$ cat config.mk
export PLATFORM = sky130hd
export DESIGN_NAME = mico8_xmem_arbiter
export DESIGN_NICKNAME = d
export VERILOG_FILES = /design/src/rtl/mico8_xmem_arbiter.sv
export SDC_FILE = /design/constraint.sdc
export NUM_CORES = 1
export LEC_CHECK = 0
export BUFFER_PORTS_ARGS = -buffer_cell sky130_fd_sc_hd__buf_2
export CELL_PAD_IN_SITES_DETAIL_PLACEMENT = 0
export CELL_PAD_IN_SITES_GLOBAL_PLACEMENT = 1
export CORE_MARGIN = 1
export CORE_UTILIZATION = 37
export CTS_BUF_LIST = sky130_fd_sc_hd__clkbuf_8
export DETAILED_ROUTE_END_ITERATION = 16
export GPL_TIMING_DRIVEN = 0
export PLACE_DENSITY_LB_ADDON = 0.1
export SYNTH_ARGS = -nofsm -noshare
export SYNTH_HDL_FRONTEND = slang
export SYNTH_SLANG_ARGS = --single-unit
$ cat constraint.sdc
create_clock -name clk -period 2 [get_ports clk]
set_clock_uncertainty 0.2 [all_clocks]
set_input_delay 0.4 -clock clk [delete_from_list [all_inputs] [get_ports clk]]
set_output_delay 0.4 -clock clk [all_outputs]
set_load 0.005 [all_outputs]
$ cat src/rtl/mico8_xmem_arbiter.sv
// Round-robin arbiter sharing one synchronous BSRAM between the isp8 core
// external-memory bus and a debug/DMA requester, one access in flight.
module mico8_xmem_arbiter #(
  parameter int ADDR_W  = 8,
  parameter int DATA_W  = 8,
  parameter int MEM_LAT = 1
) (
  input  logic              clk,
  input  logic              rst_n,
  input  logic              core_rd,
  input  logic              core_wr,
  input  logic [ADDR_W-1:0] core_addr,
  input  logic [DATA_W-1:0] core_wdata,
  output logic [DATA_W-1:0] core_rdata,
  output logic              core_ready,
  input  logic              dbg_req,
  input  logic              dbg_we,
  input  logic [ADDR_W-1:0] dbg_addr,
  input  logic [DATA_W-1:0] dbg_wdata,
  output logic [DATA_W-1:0] dbg_rdata,
  output logic              dbg_done,
  output logic              mem_ce,
  output logic              mem_we,
  output logic [ADDR_W-1:0] mem_addr,
  output logic [DATA_W-1:0] mem_wdata,
  input  logic [DATA_W-1:0] mem_rdata
);

  typedef enum logic [1:0] {
    IDLE,
    ACCESS,
    WAIT,
    RESP
  } state_t;

  localparam logic [1:0] LAST = 2'(MEM_LAT - 1);

  state_t state_q, state_d;

  logic              gnt_dbg_q, gnt_dbg_d;
  logic              is_wr_q, is_wr_d;
  logic              prio_dbg_q, prio_dbg_d;
  logic [1:0]        cnt_q, cnt_d;
  logic [ADDR_W-1:0] addr_q, addr_d;
  logic [DATA_W-1:0] wdata_q, wdata_d;
  logic              ce_q, ce_d;
  logic              we_q, we_d;
  logic              core_ready_q, core_ready_d;
  logic              dbg_done_q, dbg_done_d;
  logic [DATA_W-1:0] core_rdata_q, core_rdata_d;
  logic [DATA_W-1:0] dbg_rdata_q, dbg_rdata_d;

  logic core_req;
  logic pick_dbg;

  assign core_req = core_rd | core_wr;
  assign pick_dbg = dbg_req & (~core_req | prio_dbg_q);

  always_comb begin
    state_d      = state_q;
    gnt_dbg_d    = gnt_dbg_q;
    is_wr_d      = is_wr_q;
    prio_dbg_d   = prio_dbg_q;
    cnt_d        = cnt_q;
    addr_d       = addr_q;
    wdata_d      = wdata_q;
    ce_d         = 1'b0;
    we_d         = 1'b0;
    core_ready_d = 1'b0;
    dbg_done_d   = 1'b0;
    core_rdata_d = core_rdata_q;
    dbg_rdata_d  = dbg_rdata_q;
    unique case (state_q)
      IDLE: begin
        if (core_req | dbg_req) begin
          gnt_dbg_d = pick_dbg;
          if (pick_dbg) begin
            addr_d  = dbg_addr;
            wdata_d = dbg_wdata;
            is_wr_d = dbg_we;
          end else begin
            addr_d  = core_addr;
            wdata_d = core_wdata;
            // rd and wr together is treated as a read
            is_wr_d = core_wr & ~core_rd;
          end
          ce_d    = 1'b1;
          we_d    = is_wr_d;
          state_d = ACCESS;
        end
      end
      ACCESS: begin
        cnt_d = 2'd0;
        if (is_wr_q) begin
          core_ready_d = ~gnt_dbg_q;
          dbg_done_d   = gnt_dbg_q;
          state_d      = RESP;
        end else begin
          state_d = WAIT;
        end
      end
      WAIT: begin
        if (cnt_q == LAST) begin
          if (gnt_dbg_q) dbg_rdata_d = mem_rdata;
          else core_rdata_d = mem_rdata;
          core_ready_d = ~gnt_dbg_q;
          dbg_done_d   = gnt_dbg_q;
          state_d      = RESP;
        end else begin
          cnt_d = cnt_q + 2'd1;
        end
      end
      RESP: begin
        // next contention goes to the requester not just served
        prio_dbg_d = ~gnt_dbg_q;
        state_d    = IDLE;
      end
      default: state_d = IDLE;
    endcase
  end

  always_ff @(posedge clk or negedge rst_n) begin
    if (!rst_n) begin
      state_q      <= IDLE;
      gnt_dbg_q    <= 1'b0;
      is_wr_q      <= 1'b0;
      prio_dbg_q   <= 1'b0;
      cnt_q        <= 2'd0;
      addr_q       <= '0;
      wdata_q      <= '0;
      ce_q         <= 1'b0;
      we_q         <= 1'b0;
      core_ready_q <= 1'b0;
      dbg_done_q   <= 1'b0;
      core_rdata_q <= '0;
      dbg_rdata_q  <= '0;
    end else begin
      state_q      <= state_d;
      gnt_dbg_q    <= gnt_dbg_d;
      is_wr_q      <= is_wr_d;
      prio_dbg_q   <= prio_dbg_d;
      cnt_q        <= cnt_d;
      addr_q       <= addr_d;
      wdata_q      <= wdata_d;
      ce_q         <= ce_d;
      we_q         <= we_d;
      core_ready_q <= core_ready_d;
      dbg_done_q   <= dbg_done_d;
      core_rdata_q <= core_rdata_d;
      dbg_rdata_q  <= dbg_rdata_d;
    end
  end

  assign mem_ce     = ce_q;
  assign mem_we     = we_q;
  assign mem_addr   = addr_q;
  assign mem_wdata  = wdata_q;
  assign core_ready = core_ready_q;
  assign dbg_done   = dbg_done_q;
  assign core_rdata = core_rdata_q;
  assign dbg_rdata  = dbg_rdata_q;

endmodule
==> run_results.csv <==
group,metric,value,unit
synth,ys.flop_type,"dfrtp_1",
die,die_w,74.7,um
grt,grt_usage,0.168,
timing,relSlewSlack,0.378,
power,ir_worst_vdd,555,uV
flow_run,drv_cap,0,
timing,setup_viol,0,
final_layout,syn2layout_area_growth,31.5,%
detailed_routing,routed_wl,4440,um
worst_hold_path,holdCritPathClass,"primary input to async pin",
synth,yosys.area_share.simple,0.0748,
power,p_clk_frac,0.159,
worst_setup_path,cp-endpoint,"state_q[1]$_DFFE_PN0P_",
detailed_routing,drc,0,
timing,worst_pin_slew,0.933,ns
clocking,hold_buffers,0,
synth,synth_cell_types,32,
timing,hold_viol_final,0,
timing,tns,0,ns
worst_setup_path,crit_fanout,6,
die,num_rows,26,
synth,synth_top_family_by_area,"compound AO/OA/AOI/OAI gates",
power,power_leakage,1.24,nW
timing,timing.hold.ws,0.0510,ns
synth,syn-num-nets,226,
detailed_routing,drt_iter0_markers,55,
detailed_routing,firstDrtPassIters,4,
die,die_area,5580,um2
clocking,clock-sinks,43,
timing,finalMaxSlewViolations,0,
clocking,max-clock-path-buffers,2,
detailed_routing,vias,1663,
power,switchingPower,1.26,mW
worst_setup_path,rrSetupSlack,0.13,ns
placed_design,numPortBuffers,81,
worst_setup_path,cp.arrival,1.84,ns
die,die_h,74.7,um
clocking,cts_max_level,2,
power,power_frac_comb,0.441,
synth,synth_mux_area_frac,0.109,
synth,synth-edff-count,0,
timing,post-route-min-period,1.87,ns
timing,fin_crit_sh,0.934,
synth,yosysTopAreaCell,"dfrtp_1",
die,start_util,0.383,
die,pin_count,82,
timing,max_freq,0.535,GHz
detailed_routing,ant_nets,0,
final_layout,num-nets-final,317,
final_layout,drive_above_1_share,0.464,
synth,synthTopCellsByArea,"dfrtp_1 55%, mux2_2 10%, a31oi_1 5.1%",
final_layout,final_cell_mix,"84 x buf_2, 43 x dfrtp_1, 20 x nor2_1",
grt,antenna_found_initial,0,
synth,synth_area,1960,um2
synth,synthArstFlopShare,1.00,
synth,synth_compound_area_frac,0.189,
synth,yosysWarnings,0,
clocking,cts_tree,"yes",
final_layout,utilization,0.504,
synth,avgSynthCellArea,11.2,um2
clocking,cts.clk_slew.worst_paths,0.08,ns
grt,grtUsageMet1,0.203,
detailed_routing,wire_per_inst,13.2,um
power,powerDensity,1430,nW/um2
synth,synth-seq-cells,43,
synth,yosysTopAreaCellShare,0.550,
grt,grt_pass1_vias,1569,
placed_design,place_hpwl,3140,um
timing,rsz0062_at_grt,"no",
worst_setup_path,crit_type,"flip-flop to flip-flop",
clocking,clkLatencyLatePin,0.28,ns
grt,grt-busiest-layer,"met2",
final_layout,final_common_cell,"buf_2",
clocking,root_buffer,"clkbuf_8",
synth,synthCells,175,
power,p_int,2.43,mW
die,core_area,5110,um2
synth,synth_fa_ha_area_frac,0.0320,
power,pwr-share-seq,0.401,
worst_setup_path,endpoint_kind,"flip-flop",
worst_setup_path,required,1.97,ns
synth,ys_seq_area_frac,0.550,
grt,grt_pass1_wl,7100,um
placed_design,routabilityCongestion,0.725,
grt,overflow,0,
clocking,numCtsBuffers,5,
worst_setup_path,rr_worst_depth,6,
worst_setup_path,reg2reg_to,"state_q[1]$_DFFE_PN0P_",
power,p_sw_frac,0.341,
final_layout,antenna_cells,0,
worst_setup_path,crit_start,"state_q[0]$_DFFE_PN0P_",
grt,grt_max_degree,44,
grt,grt_util_met3,0.0455,
grt,grt_use_met2,0.290,
synth,synthXorXnorAreaFrac,0,
status,status,"complete, no violations",
worst_setup_path,startpoint_type,"flip-flop",
worst_setup_path,r2r_start,"state_q[0]$_DFFE_PN0P_",
detailed_routing,viasPerCell,4.93,
-- cell families (layout without fill, tap and decap cells) --
family	after synthesis	in the layout
buffers and inverters	16	108
AOI/OAI and AO/OA	60	60
muxes	19	19
and+or+nand+nor	32	32
DFF	43	43
adders and majority gates	5	5
-- per-layer routing --
layer | wire (um) | share of wire
met1 | 1910 | 0.43
met2 | 2270 | 0.51
met3 | 218 | 0.049
met4 | 38 | 0.0086
met5 | 0 | 0
-- worst min path at each step --
stage / from / to / slack (ns) / cells after the start
after global placement: dbg_rdata[4]$_DFFE_PN0P_ / dbg_rdata[4]$_DFFE_PN0P_ / 0.28 / 1
final: rst_n / dbg_rdata[3]$_DFFE_PN0P_ / 0.05 / 1
after CTS: rst_n / mem_we$_DFF_PN0_ / 0.09 / 1
after floorplan: rst_n / cnt_q[0]$_DFFE_PN0P_ / -0.1 / 0
after global routing: rst_n / dbg_rdata[5]$_DFFE_PN0P_ / 0.14 / 1
after detailed placement: core_rdata[7]$_DFFE_PN0P_ / core_rdata[7]$_DFFE_PN0P_ / 0.29 / 1
-- worst max-delay path, cell delays in order, from the launching register on --
cell,delay (ns)
dfrtp_1,0.39
inv_1,0.09
ha_1,0.19
clkbuf_2,0.15
and2b_1,0.21
a21oi_1,0.19
mux2_1,0.33
-- flip-flops by register name, indices dropped and copies added, names as in the netlist, 2 cells and up --
name        cells
cnt_q           2
core_rdata      8
dbg_rdata       8
mem_addr        8
mem_wdata       8
state_q         2
-- cell usage after synthesis, drive strengths merged (2+ instances only) --
| cell type | n |
|---|---|
| nand2 | 4 |
| nand3 | 3 |
| clkbuf | 2 |
| a21oi | 18 |
| buf | 7 |
| a31oi | 16 |
| dfrtp | 43 |
| nor2 | 20 |
| inv | 7 |
| mux2 | 19 |
| ha | 5 |
| o21ai | 19 |
-- timing repair --
action / CTS / global route
endpoints found under the setup margin: 0 / 2
gates resized for setup: 0 / 0
buffers inserted: 0 / 3
-- power groups by stage --
| stage | logic [mW] | registers [mW] | clock network [mW] |
|---|---|---|---|
| after global routing | 1.85 | 1.54 | 0.652 |
| after detailed placement | 1.60 | 1.51 | 0 |
| after floorplan | 0.943 | 1.53 | 0 |
| after global placement | 1.59 | 1.50 | 0 |
| final | 1.63 | 1.48 | 0.586 |
| after CTS | 1.61 | 1.49 | 0.623 |
-- final cells by class --
| cell class | instances | area [um2] |
|---|---|---|
| Clock buffer | 7 | 96.3 |
| Inverter | 7 | 26.3 |
| Fill cell | 500 | 2530 |
| Timing Repair Buffer | 84 | 428 |
| Clock inverter | 1 | 3.75 |
| Buffer | 9 | 61.3 |
| Multi-Input combinational cell | 116 | 793 |
| Sequential cell | 43 | 1080 |
| Tap cell | 70 | 87.6 |
-- per-stage QoR --
stage,setup slack [ns],instance area (um2),total power [mW],cells
after floorplan,0.222,1960,2.47,175
after global placement,0.0881,2450,3.09,326
after detailed placement,0.0754,2450,3.11,326
after CTS,0.0649,2550,3.72,334
after global routing,0.0180,2570,4.05,337
final,0.132,2570,3.69,337
Note: power is estimated with default switching activity, not from simulation.
